`config.mk`:
```
export PLATFORM = sky130hd
export DESIGN_NAME = pipe_reg_elastic
export DESIGN_NICKNAME = d
export VERILOG_FILES = /design/src/rtl/axon_pkg.sv /design/src/rtl/pipe_reg_stage.sv /design/src/rtl/pipe_reg_elastic.sv
export SDC_FILE = /design/constraint.sdc
export NUM_CORES = 1
export LEC_CHECK = 0
export ABC_AREA = 1
export CAP_MARGIN = 20
export CORE_MARGIN = 4
export CORE_UTILIZATION = 52
export DETAILED_ROUTE_END_ITERATION = 8
export GPL_TIMING_DRIVEN = 0
export PLACE_DENSITY = 0.87
export SLEW_MARGIN = 25
export SYNTH_ARGS = -nofsm -noshare
export SYNTH_HDL_FRONTEND = slang
export SYNTH_SLANG_ARGS = --single-unit
```
`constraint.sdc`:
```
create_clock -name clk -period 2.7 [get_ports clk]
set_input_delay 0.54 -clock clk [delete_from_list [all_inputs] [get_ports clk]]
set_output_delay 0.54 -clock clk [all_outputs]
set_load 0.02 [all_outputs]
```
`src/rtl/axon_pkg.sv`:
```
// rtl/axon_pkg.sv - shared helpers for AXON datapath blocks
package axon_pkg;

  // Width of an occupancy counter able to hold 0..depth inclusive.
  function automatic int cnt_w(input int depth);
    return (depth < 1) ? 1 : $clog2(depth + 1);
  endfunction

endpackage

```
`src/rtl/pipe_reg_stage.sv`:
```
// rtl/pipe_reg_stage.sv - one valid/data slot of the elastic pipeline register
module pipe_reg_stage #(
  parameter int               WIDTH   = 32,
  parameter logic [WIDTH-1:0] RST_VAL = '0
) (
  input  logic             clk,
  input  logic             rst,
  input  logic             up_valid,
  input  logic [WIDTH-1:0] up_data,
  input  logic             dn_ready_in,
  output logic             vld,
  output logic [WIDTH-1:0] dat,
  output logic             rdy_out
);

  // An empty slot can always take a word, so bubbles collapse toward the output.
  assign rdy_out = !vld | dn_ready_in;

  always_ff @(posedge clk) begin
    if (!rst) begin
      vld <= 1'b0;
      dat <= RST_VAL;
    end else if (rdy_out) begin
      vld <= up_valid;
      if (up_valid) dat <= up_data;
    end
  end

endmodule

```
`src/rtl/pipe_reg_elastic.sv`:
```
// rtl/pipe_reg_elastic.sv - DEPTH-stage elastic pipeline register with flush and occupancy
module pipe_reg_elastic
  import axon_pkg::*;
#(
  parameter int               WIDTH   = 32,
  parameter int               DEPTH   = 2,
  parameter logic [WIDTH-1:0] RST_VAL = '0
) (
  input  logic                     clk,
  input  logic                     rst,
  input  logic                     flush,
  input  logic                     in_valid,
  output logic                     in_ready,
  input  logic [WIDTH-1:0]         in_data,
  output logic                     out_valid,
  input  logic                     out_ready,
  output logic [WIDTH-1:0]         out_data,
  output logic [cnt_w(DEPTH)-1:0]  count
);

  localparam int CW = cnt_w(DEPTH);

  logic [DEPTH:0]   rdy;
  logic [DEPTH-1:0] vld;
  logic [DEPTH-1:0] up_valid;
  logic [WIDTH-1:0] dat     [DEPTH];
  logic [WIDTH-1:0] up_data [DEPTH];

  assign rdy[DEPTH] = out_ready;

  // Flush forces every slot to load an invalid word; data registers hold.
  for (genvar i = 0; i < DEPTH; i++) begin : g_stage
    if (i == 0) begin : g_head
      assign up_valid[i] = in_valid & !flush;
      assign up_data[i]  = in_data;
    end else begin : g_body
      assign up_valid[i] = vld[i-1] & !flush;
      assign up_data[i]  = dat[i-1];
    end

    pipe_reg_stage #(
      .WIDTH   (WIDTH),
      .RST_VAL (RST_VAL)
    ) u_stage (
      .clk         (clk),
      .rst         (rst),
      .up_valid    (up_valid[i]),
      .up_data     (up_data[i]),
      .dn_ready_in (rdy[i+1] | flush),
      .vld         (vld[i]),
      .dat         (dat[i]),
      .rdy_out     (rdy[i])
    );
  end

  assign in_ready  = rdy[0] & !flush & rst;
  assign out_valid = vld[DEPTH-1];
  assign out_data  = dat[DEPTH-1];

  always_comb begin
    count = '0;
    for (int i = 0; i < DEPTH; i++) count = count + CW'(vld[i]);
  end

endmodule

```
==> results of run 1 <==
report_power, final:
| group | total (mW) | switching [mW] | internal, mW | leakage, nW |
|---|---|---|---|---|
| combinational | 0.292 | 0.139 | 0.153 | 1.11 |
| clock | 0.689 | 0.339 | 0.350 | 0.0766 |
| sequential | 1.05 | 0.0246 | 1.02 | 0.541 |
metrics by stage:
stage	power (mW)	instance area (sq um)	util, %
2_1_floorplan	1.238	2859	-
3_3_place_gp	1.352	3657	70.26
3_5_place_dp	1.362	3657	70.26
4_1_cts	2.035	3810	73.20
5_1_grt	2.109	3810	73.20
6_report	2.030	3810	73.20
Yosys cell counts, drive strengths merged:
master   n
o21ai   32
nand2   37
nand3   32
buf     48
inv     38
a21boi   1
a21oi   34
clkbuf  10
dfxtp   66
ha       1
nor2    99
kinds of logic (layout without fill, tap and decap cells):
family	Yosys count	after routing
and+or+nand+nor	168	168
buffers and inverters	96	181
AOI/OAI and AO/OA	67	67
DFF	66	66
adders and majority gates	1	1
path summary, 6_finish.rpt:
check	from	to	slack, ns	depth (start not counted)
worst max-delay path	flush	in_ready	0.15	5
worst min register to register	g_stage[0].u_stage.dat[1]	g_stage[0].u_stage.dat[1]	0.48	2
worst min-delay path	g_stage[0].u_stage.dat[1]	g_stage[0].u_stage.dat[1]	0.48	2
worst max register to register	g_stage[0].u_stage.vld	g_stage[1].u_stage.dat[6]	1.34	6
layout make-up:
class                           count  area share (%)
Sequential cell                    66           34.68
Multi-Input combinational cell    236           26.93
Timing Repair Buffer               71           18.65
Buffer                             58           9.688
Clock buffer                       14           4.007
Inverter                           38           3.744
Tap cell                           70           2.299
flip-flops by register name, summed over array words and instances (netlist names):
| name | cells |
|---|---|
| g_stage.u_stage.dat | 64 |
| g_stage.u_stage.vld | 2 |
routing by layer:
layer | vias to the layer above | GRT usage [%]
met5 | - | 0
met4 | 0 | 12.29
met3 | 18 | 3.796
met2 | 74 | 36.27
met1 | 1233 | 23.41
li1 | 1375 | -
worst max-delay path, cell delays in order:
cell and delay (ns):
clkdlybuf4s50_1 0.50, inv_1 0.11, nand2_1 0.07, a21oi_1 0.16, clkdlybuf4s50_1 0.63
==> flow_summary.yaml, run 1 <==
outcome:
  status: "complete, no violations"
finish:
  final_common_cell: "nor2_1"
  fillerInstances: 434
  mostFrequentLayoutCells: "nor2_1, clkdlybuf4s50_1, dfxtp_1, inv_1, nand2_1"
  number_of_antenna_cells_inserted: 0
  syn2layout_area_growth_pct: 33.26
  nets: 518
  layout.cells.non_filler: 553
  seq_area_sq_mm: 0.001321
  post_route_cells_drive_above_1_share_pct: 12.63
  multi_input_comb_area_sq_mm: 0.001026
pwr:
  power.leakage_nw: 1.724
  p_per_area_mw_per_mm2: 532.8
  max-vdd-ir-drop_mv: 0.3026
critical_path:
  cp_data_required_time_ns: 2.16
  endpoint_kind: "output pin"
  cp.arrival_ns: 2.01
  critical_path_type: "input pin to output pin"
  worst-path-max-fanout: 3
  timing.critical_path.from_type: "input pin"
synthesis:
  yosysUniqueCellTypes: 15
  synth-xor-area-share_pct: 0
  synth_area_leaders: "dfxtp_1, nor2_1, buf_4, a21oi_1, nand3_1"
  synthCells: 398
  yosys.area.top_type_share_pct: 46.21
  synth_warnings: 0
  post_synth_mux_area_share_pct: 0
  post_synth_fa_ha_maj_area_fraction_pct: 0.4376
  synth.ff_latch_count: 66
  yosysTopAreaCell: "dfxtp_1"
  fraction_of_the_mapped_netlist_area_in_simple_logic_gates_pct: 23.63
  synth_area_in_compound_gates_pct: 11.82
  yosysSeqAreaShare_pct: 46.21
  synth_top_family_by_area: "simple AND/OR/NAND/NOR gates"
  synthesis.nets: 436
  post_synth.cell_area_avg_sq_um: 7.183
  netlist_area_sq_mm: 0.002859
cts:
  root_buffer: "clkbuf_8"
  tritoncts.num_buffers: 9
  clkTransAtPathRegs_ns: 0.06
  tritoncts: "done"
  max-clock-path-buffers: 2
  cts.hold.buffers_added: 0
  setup_repair_bufs_after_cts: 0
  clkLatencyLatePin_ns: 0.34
  cts.repair.resized: 0
  cts_htree_levels: 3
  numClockSinks: 66
route:
  topRoutingLayerUsed: "met4"
  drt_iter0_markers: 129
  wl_met1_microns: 2755
  met2_wirelength_microns: 3294
  drt-wirelength-per-cell_microns: 11.96
  number_of_detailed_routing_iterations_run_before_antenna_repair: 7
  avgViaCountPerCell: 4.882
  vias: 2700
  post_route_antenna_net_violation_count: 0
  amount_of_wire_on_met3_after_detailed_routing_microns: 359
  wl_microns: 6615
  drc_violation_count_after_routing: 0
timing:
  final-max-slew-violation-count: 0
  final_min_period_over_clock_period_pct: 94.60
  max_freq_mhz: 391.5
  hold_viol: 0
  rsz0062_at_grt: "false"
  final.hold.worst_slack_ns: 0.4752
  timing.slew.headroom_pct: 67.61
  final_period_minus_worst_setup_slack_ns: 2.554
  setup_total_negative_slack_ns: 0
  post-route-worst-setup-slack_ns: 0.1457
  setup_violations: 0
  finalClockSkew_ns: 0.007525
  timing_worst_slew_pin_value_ns: 0.4859
die:
  die_area_sq_mm: 0.006749
  die_x_microns: 82.15
  pin_count: 73
  standard_cell_rows: 26
  placeableCoreArea_sq_mm: 0.005205
  die_h_microns: 82.15
  initial_util_pct: 54.93
global_routing:
  antenna_found_initial: 0
  track_usage_pct: 20.72
  global_route.overflow_total: 0
  grt_start_max_net_pins: 11
  grt_pass1_wl_microns: 10530
  number_of_global_route_vias_before_repair: 2409
place:
  routabilityCongestion: 0.7861
  buffer_ports.inserted: 71
  post-dp-hpwl_microns: 4839
  detailedPlace.worstSlack_ns: 0.1614
  placed_cells_incl_taps: 539
job:
  timing.max_cap.violations: 0
min_path:
  worstHoldPathType: "flop to flop"
(Power assumes the default switching activity.)
==> run 2, diff against run 1 <==
--- a/config.mk
+++ b/config.mk
@@ -8,11 +8,14 @@
 export ABC_AREA = 1
 export CAP_MARGIN = 20
 export CORE_MARGIN = 4
-export CORE_UTILIZATION = 52
+export CORE_UTILIZATION = 53
 export DETAILED_ROUTE_END_ITERATION = 8
+export GPL_ROUTABILITY_DRIVEN = 0
 export GPL_TIMING_DRIVEN = 0
-export PLACE_DENSITY = 0.87
+export PLACE_DENSITY = 0.88
+export REMOVE_ABC_BUFFERS = 1
 export SLEW_MARGIN = 25
 export SYNTH_ARGS = -nofsm -noshare
 export SYNTH_HDL_FRONTEND = slang
+export SYNTH_HIERARCHICAL = 1
 export SYNTH_SLANG_ARGS = --single-unit
==> run 2 against run 1 <==
Utilization decreased by 0.94 points. Non-clock buffer count shrank 48. Sequential share of layout area shrank 1.5 points. Routed wire length up 9.8%. Fmax is 1.0% lower. Critical path type unchanged.
==> flow_summary.yaml, run 2 <==
global_routing:
  use_met2_pct: 35.35
  grt_pass1_wl_microns: 11900
  grt_util_met1_pct: 26.07
  grt_start_max_net_pins: 68
  gr-max-usage-layer: "met2"
  antenna_found_initial: 0
  global_route.overflow_total: 0
  number_of_global_route_vias_before_repair: 2527
  met3_usage_pct: 4.047
  track_usage_pct: 20.93
cts:
  tritoncts.num_buffers: 9
  cts_htree_levels: 3
  max-clock-path-buffers: 2
  clkTransAtPathRegs_ns: 0.06
  tritoncts: "done"
  root_buffer: "clkbuf_8"
  numClockSinks: 66
  clkLatencyLatePin_ns: 0.32
timing:
  final-max-slew-violation-count: 0
  finalClockSkew_ns: 0.004579
  final_period_minus_worst_setup_slack_ns: 2.580
  rsz0062_at_grt: "false"
  post-route-worst-setup-slack_ns: 0.1197
  final_min_period_over_clock_period_pct: 95.56
  timing.slew.headroom_pct: 56.58
  max_freq_mhz: 387.6
  hold_viol: 0
  timing_worst_slew_pin_value_ns: 0.6498
  setup_violations: 0
synthesis:
  fraction_of_the_mapped_netlist_area_in_simple_logic_gates_pct: 27.67
  netlist_top_cells_count: "inv_1, nand2_1, nor2_1"
  synth_most_common_cell: "inv_1"
  yosysTopAreaCell: "dfxtp_1"
  synth_area_leaders: "dfxtp_1, a21oi_1, nand3_1, inv_1, nand2_1"
  synth_area_in_compound_gates_pct: 11.10
  synth-main-ff-cell: "dfxtp_1"
  synth.ff_latch_count: 66
  yosysSeqAreaShare_pct: 43.74
  synth-xor-area-share_pct: 0
  synthCells: 439
  netlist_area_sq_mm: 0.003020
  post_synth_fa_ha_maj_area_fraction_pct: 0.4143
  synth-edff-count: 0
  synth_top_family_by_area: "simple AND/OR/NAND/NOR gates"
  yosys.area.top_type_share_pct: 43.74
  proportion_of_register_bits_with_asynchronous_set_or_reset_after_synthesis_pct: 0
  post_synth.cell_area_avg_sq_um: 6.880
  post_synth_mux_area_share_pct: 0
  synth_warnings: 6
  yosysUniqueCellTypes: 13
finish:
  post_route_cells_drive_above_1_share_pct: 7.555
  number_of_antenna_cells_inserted: 0
  final_common_cell: "clkdlybuf4s50_1"
  largest_reg_flops: 64
  mostFrequentLayoutCells: "clkdlybuf4s50_1, inv_1, dfxtp_1, nor2_1"
  nets: 537
  syn2layout_area_growth_pct: 31.73
  registers.top_by_ff_count: "g_stage.u_stage/dat"
  fillerInstances: 475
  reg_top3: "g_stage.u_stage/dat: 64 flops, g_stage.u_stage/vld: 2 flops"
  post-route-util_pct: 72.26
pwr:
  max-vdd-ir-drop_mv: 0.2936
  p_per_area_mw_per_mm2: 518.4
  power.leakage_nw: 1.778
die:
  placeableCoreArea_sq_mm: 0.005507
  pin_count: 73
  die_h_microns: 83.49
  die_x_microns: 83.49
  die_area_sq_mm: 0.006971
  initial_util_pct: 54.85
  standard_cell_rows: 27
route:
  drt_iter0_markers: 210
  drc_violation_count_after_routing: 0
  drt-wirelength-per-cell_microns: 12.63
  avgViaCountPerCell: 4.965
  vias: 2855
  number_of_detailed_routing_iterations_run_before_antenna_repair: 4
  post_route_antenna_net_violation_count: 0
  wl_microns: 7262
min_path:
  worst_hold_startpoint: "g_stage[0].u_stage/dat[14]"
  worstHoldPathType: "flop to flop"
critical_path:
  timing.critical_path.from_type: "input pin"
  worst-path-max-fanout: 5
  cp.arrival_ns: 2.04
  worst_setup_path_endpoint: "in_ready"
  rrSetupSlack_ns: 0.63
  endpoint_kind: "output pin"
  destination_of_the_worst_register_to_register_timing_path: "g_stage[1].u_stage/dat[3]"
  crit_path_cell_trace: "clkdlybuf4s50_1 -> or2_1 -> inv_4 -> nand2_8 -> or2_4 -> inv_8 -> nand2_8 -> nand2_2 -> nor2_1 -> buf_2"
  cp_data_required_time_ns: 2.16
  cp_common_cell: "nand2_8"
  r2r-start: "g_stage[0].u_stage/vld"
  timing.reg2reg.worst_path_depth: 7
  cp_slowest_cell: "clkdlybuf4s50_1"
  critical_path.max_stage_delay_ns: 0.40
  critPathLaunch: "out_ready"
  critical_path_type: "input pin to output pin"
outcome:
  status: "complete, no violations"
place:
  detailedPlace.worstSlack_ns: -1.337
  buffer_ports.inserted: 72
  post-dp-hpwl_microns: 4080
job:
  timing.max_cap.violations: 0
-- run 2: cell count changes in the layout (fill, tap and decap cells not counted), moves of 4 or more --
cell / previous run / this run
nor2_1: 97 / 65
nand2_1: 37 / 64
nand3_1: 32 / 64
o21ai_0: 32 / 0
clkbuf_1: 14 / 1
inv_1: 37 / 68
nand2_4: 0 / 4
buf_2: 13 / 1
buf_4: 34 / 6
a21oi_1: 34 / 64
-- run 2: cells by family (layout without fill, tap and decap cells) --
| logic type | count (synthesis) | count (layout) |
|---|---|---|
| AOI/OAI and AO/OA | 66 | 66 |
| and+or+nand+nor | 200 | 204 |
| buffers and inverters | 106 | 166 |
| adders and majority gates | 1 | 1 |
| DFF | 66 | 66 |
-- run 2: worst min path at each step --
stage	to	slack, ns	depth (start not counted)
4_1_cts	g_stage[1].u_stage/dat[29]	0.49	2
5_1_grt	g_stage[0].u_stage/dat[16]	0.51	2
3_3_place_gp	g_stage[1].u_stage/dat[12]	0.46	2
3_5_place_dp	g_stage[0].u_stage/dat[28]	0.47	2
6_report	g_stage[0].u_stage/dat[14]	0.48	2
2_1_floorplan	g_stage[0].u_stage/dat[0]	0.45	2
-- run 2: where the power goes --
group / leakage, nW / switching, mW / total, mW / internal (mW)
registers: 0.541 / 0.0274 / 1.05 / 1.02
clock network: 0.0920 / 0.339 / 0.713 / 0.374
logic: 1.15 / 0.148 / 0.299 / 0.151
-- run 2: what timing repair did --
| action | 4_1_cts | 5_1_grt |
|---|---|---|
| setup buffers | 2 | 3 |
| endpoints found under the setup margin | 33 | 1 |
| pin swaps | 3 | 1 |
| cloned | 4 | 0 |
| resized for setup | 14 | 3 |
| hold buffers | 0 | 0 |
-- run 2: per-layer routing --
metal  vias to the layer above  routed length (microns)
met1                      1293                     3287
met2                        79                     3585
li1                       1479                        -
met3                         4                      331
met5                         -                        0
met4                         0                       57
-- run 2: critical path, delay by kind of cell --
family	cells	cell delay [ns]
buf+inv	4	0.74
simple gates	6	0.76
-- run 2: area by class of cell --
| cell class | instances | area, sq um | share of cell area (%) |
|---|---|---|---|
| inverters | 70 | 272.8 | 6.855 |
| repair buffers | 81 | 843.3 | 21.19 |
| clock buffers | 12 | 155.1 | 3.899 |
| flip-flops and latches | 66 | 1321 | 33.21 |
| well taps | 72 | 90.09 | 2.264 |
| multi-input cells | 271 | 1281 | 32.20 |
| clock inverters | 3 | 15.01 | 0.3774 |
-- run 2: stage by stage --
step	setup TNS, ns	hold slack (ns)	instance area (sq um)	cells	power (mW)
2_1_floorplan	-34.28	0.4516	2768	403	1.222
3_3_place_gp	-137.98	0.4584	3578	547	1.349
3_5_place_dp	-15.18	0.4686	3704	551	1.364
4_1_cts	0	0.4852	3958	572	2.082
5_1_grt	0	0.5082	3979	575	2.169
6_report	0	0.4809	3979	575	2.063
==> run 3, diff against run 2 <==
--- a/config.mk
+++ b/config.mk
@@ -6,12 +6,10 @@
 export NUM_CORES = 1
 export LEC_CHECK = 0
 export ABC_AREA = 1
-export CAP_MARGIN = 20
 export CORE_MARGIN = 4
 export CORE_UTILIZATION = 53
 export DETAILED_ROUTE_END_ITERATION = 8
 export GPL_ROUTABILITY_DRIVEN = 0
-export GPL_TIMING_DRIVEN = 0
 export PLACE_DENSITY = 0.88
 export REMOVE_ABC_BUFFERS = 1
 export SLEW_MARGIN = 25
==> run 3 against run 2 <==
Cell count shrank 1.0%. Via count shrank 2.2%. Sequential cell count is the same. Sequential power is essentially flat. Utilization shrank 2.2 points. Global-route usage shrank 1.9 points. Clock power grew 15%. Die area is the same. Total power grew 4.6%. Sequential share of layout area grew 1.0 points. Cell area shrank 3.0%. First-iteration DRC count shrank 18%.
==> flow_summary.yaml, run 3 (synthesis results as in run 2) <==
timing:
  timing_worst_slew_pin_value_ns: 0.6534
  post-route-worst-setup-slack_ns: 0.1070
  finalClockSkew_ns: 0.007198
  hold_viol: 0
  final_period_minus_worst_setup_slack_ns: 2.593
  final-max-slew-violation-count: 0
  final_min_period_over_clock_period_pct: 96.04
  timing.slew.headroom_pct: 56.44
  rsz0062_at_grt: "false"
  max_freq_mhz: 385.6
  setup_violations: 0
die:
  placeableCoreArea_sq_mm: 0.005507
  die_h_microns: 83.49
  pin_count: 73
  initial_util_pct: 54.85
  die_x_microns: 83.49
  standard_cell_rows: 27
  die_area_sq_mm: 0.006971
route:
  drc_violation_count_after_routing: 0
  post_route_antenna_net_violation_count: 0
  avgViaCountPerCell: 4.909
  drt_iter0_markers: 172
  vias: 2793
  drt-wirelength-per-cell_microns: 11.24
  number_of_detailed_routing_iterations_run_before_antenna_repair: 4
  wl_microns: 6394
critical_path:
  worst-path-max-fanout: 2
  destination_of_the_worst_register_to_register_timing_path: "g_stage[0].u_stage/dat[31]"
  endpoint_kind: "output pin"
  timing.reg2reg.worst_path_depth: 8
  timing.critical_path.from_type: "input pin"
  cp.arrival_ns: 2.05
  rrSetupSlack_ns: 1.18
  r2r-start: "g_stage[1].u_stage/vld"
  cp_data_required_time_ns: 2.16
  critical_path_type: "input pin to output pin"
min_path:
  worstHoldPathType: "flop to flop"
  whs_endpoint: "g_stage[1].u_stage/dat[1]"
  holdPathStages: 2
  worst_hold_startpoint: "g_stage[1].u_stage/dat[1]"
cts:
  root_buffer: "clkbuf_8"
  cts.hold.buffers_added: 0
  numClockSinks: 66
  tritoncts: "done"
  max-clock-path-buffers: 2
  cts_htree_levels: 3
  tritoncts.num_buffers: 9
  clkTransAtPathRegs_ns: 0.07
  clkLatencyLatePin_ns: 0.33
global_routing:
  global_route.overflow_total: 0
  track_usage_pct: 19.05
  grt_pass1_wl_microns: 11010
  number_of_global_route_vias_before_repair: 2587
  grt_start_max_net_pins: 67
  antenna_found_initial: 0
place:
  placedInstanceArea_sq_mm: 0.003664
  buffer_ports.inserted: 72
  detailedPlace.worstSlack_ns: -0.1291
  placed_cells_incl_taps: 553
  post-dp-hpwl_microns: 3835
pwr:
  overall_power_mw: 2.157
  power.leakage_nw: 1.705
  max-vdd-ir-drop_mv: 0.3468
  p_per_area_mw_per_mm2: 558.8
finish:
  post_route_cells_drive_above_1_share_pct: 4.829
  fillerInstances: 464
  mostFrequentLayoutCells: "inv_1, clkdlybuf4s50_1, dfxtp_1, nand2_1, nor2_1"
  number_of_antenna_cells_inserted: 0
  nets: 530
  registers.top_by_ff_count: "g_stage.u_stage/dat"
  layout.cells.non_filler: 569
  final_design_area_no_fill_sq_mm: 0.003860
  syn2layout_area_growth_pct: 27.80
  largest_reg_flops: 64
  reg_top3: "g_stage.u_stage/dat: 64 flops, g_stage.u_stage/vld: 2 flops"
outcome:
  status: "complete, no violations"
job:
  timing.max_cap.violations: 0
-- run 3: changes by cell type in the layout (fill, tap and decap cells not counted), sizes merged --
cell,delta
buf,-4
bufinv,+1
clkbuf,+1
clkdlybuf4s50,+1
clkinv,-2
dlygate4sd2,+1
nand2,-4
-- run 3: cell type report --
class	count	area (sq um)	share of cell area, %
well taps	72	90.09	2.334
multi-input cells	267	1204	31.18
clock buffers	14	162.7	4.214
inverters	70	262.8	6.807
repair buffers	78	784.5	20.32
flip-flops and latches	66	1321	34.23
clock inverters	2	35.03	0.9076
-- run 3: worst max-delay path by stage --
stage               start        to  slack (ns)  cells past startpoint
global route        flush  in_ready        0.03                     10
global placement    flush  in_ready       -0.03                     10
finish              flush  in_ready        0.11                     10
floorplan           flush  in_ready       -1.15                      8
CTS                 flush  in_ready        0.09                     10
detailed placement  flush  in_ready       -0.13                     10
-- run 3: stage by stage --
stage | TNS (ns) | util [%] | hold slack, ns
3_3_place_gp | -0.03390 | 66.53 | 0.4587
2_1_floorplan | -34.28 | - | 0.4516
4_1_cts | 0 | 70.10 | 0.4834
6_report | 0 | 70.10 | 0.4803
3_5_place_dp | -0.1291 | 66.53 | 0.4669
5_1_grt | 0 | 70.10 | 0.5035
-- run 3: where the power goes --
| part | total (mW) | switching, mW | internal, mW |
|---|---|---|---|
| sequential | 1.05 | 0.0248 | 1.02 |
| combinational | 0.286 | 0.142 | 0.144 |
| clock | 0.823 | 0.346 | 0.477 |
-- run 3: critical path, cell delays in order --
cell	delay [ns]
clkdlybuf4s50_1	0.43
or2_1	0.25
inv_1	0.07
nand2_2	0.05
or2_1	0.20
inv_1	0.06
nand2_2	0.05
nand2_1	0.05
nor2_1	0.04
dlygate4sd2_1	0.31
-- run 3: per-layer routing --
metal	wire length (microns)	GRT usage, %	vias up
met2	3127	34.33	68
li1	-	-	1459
met5	0	0	-
met1	2807	21.63	1255
met3	321	3.356	11
met4	138	9.211	0
-- run 3: timing repair --
action / CTS / global route
gates resized for setup: 1 / 0
endpoints found under the setup margin: 1 / 0
setup buffers: 0 / 0
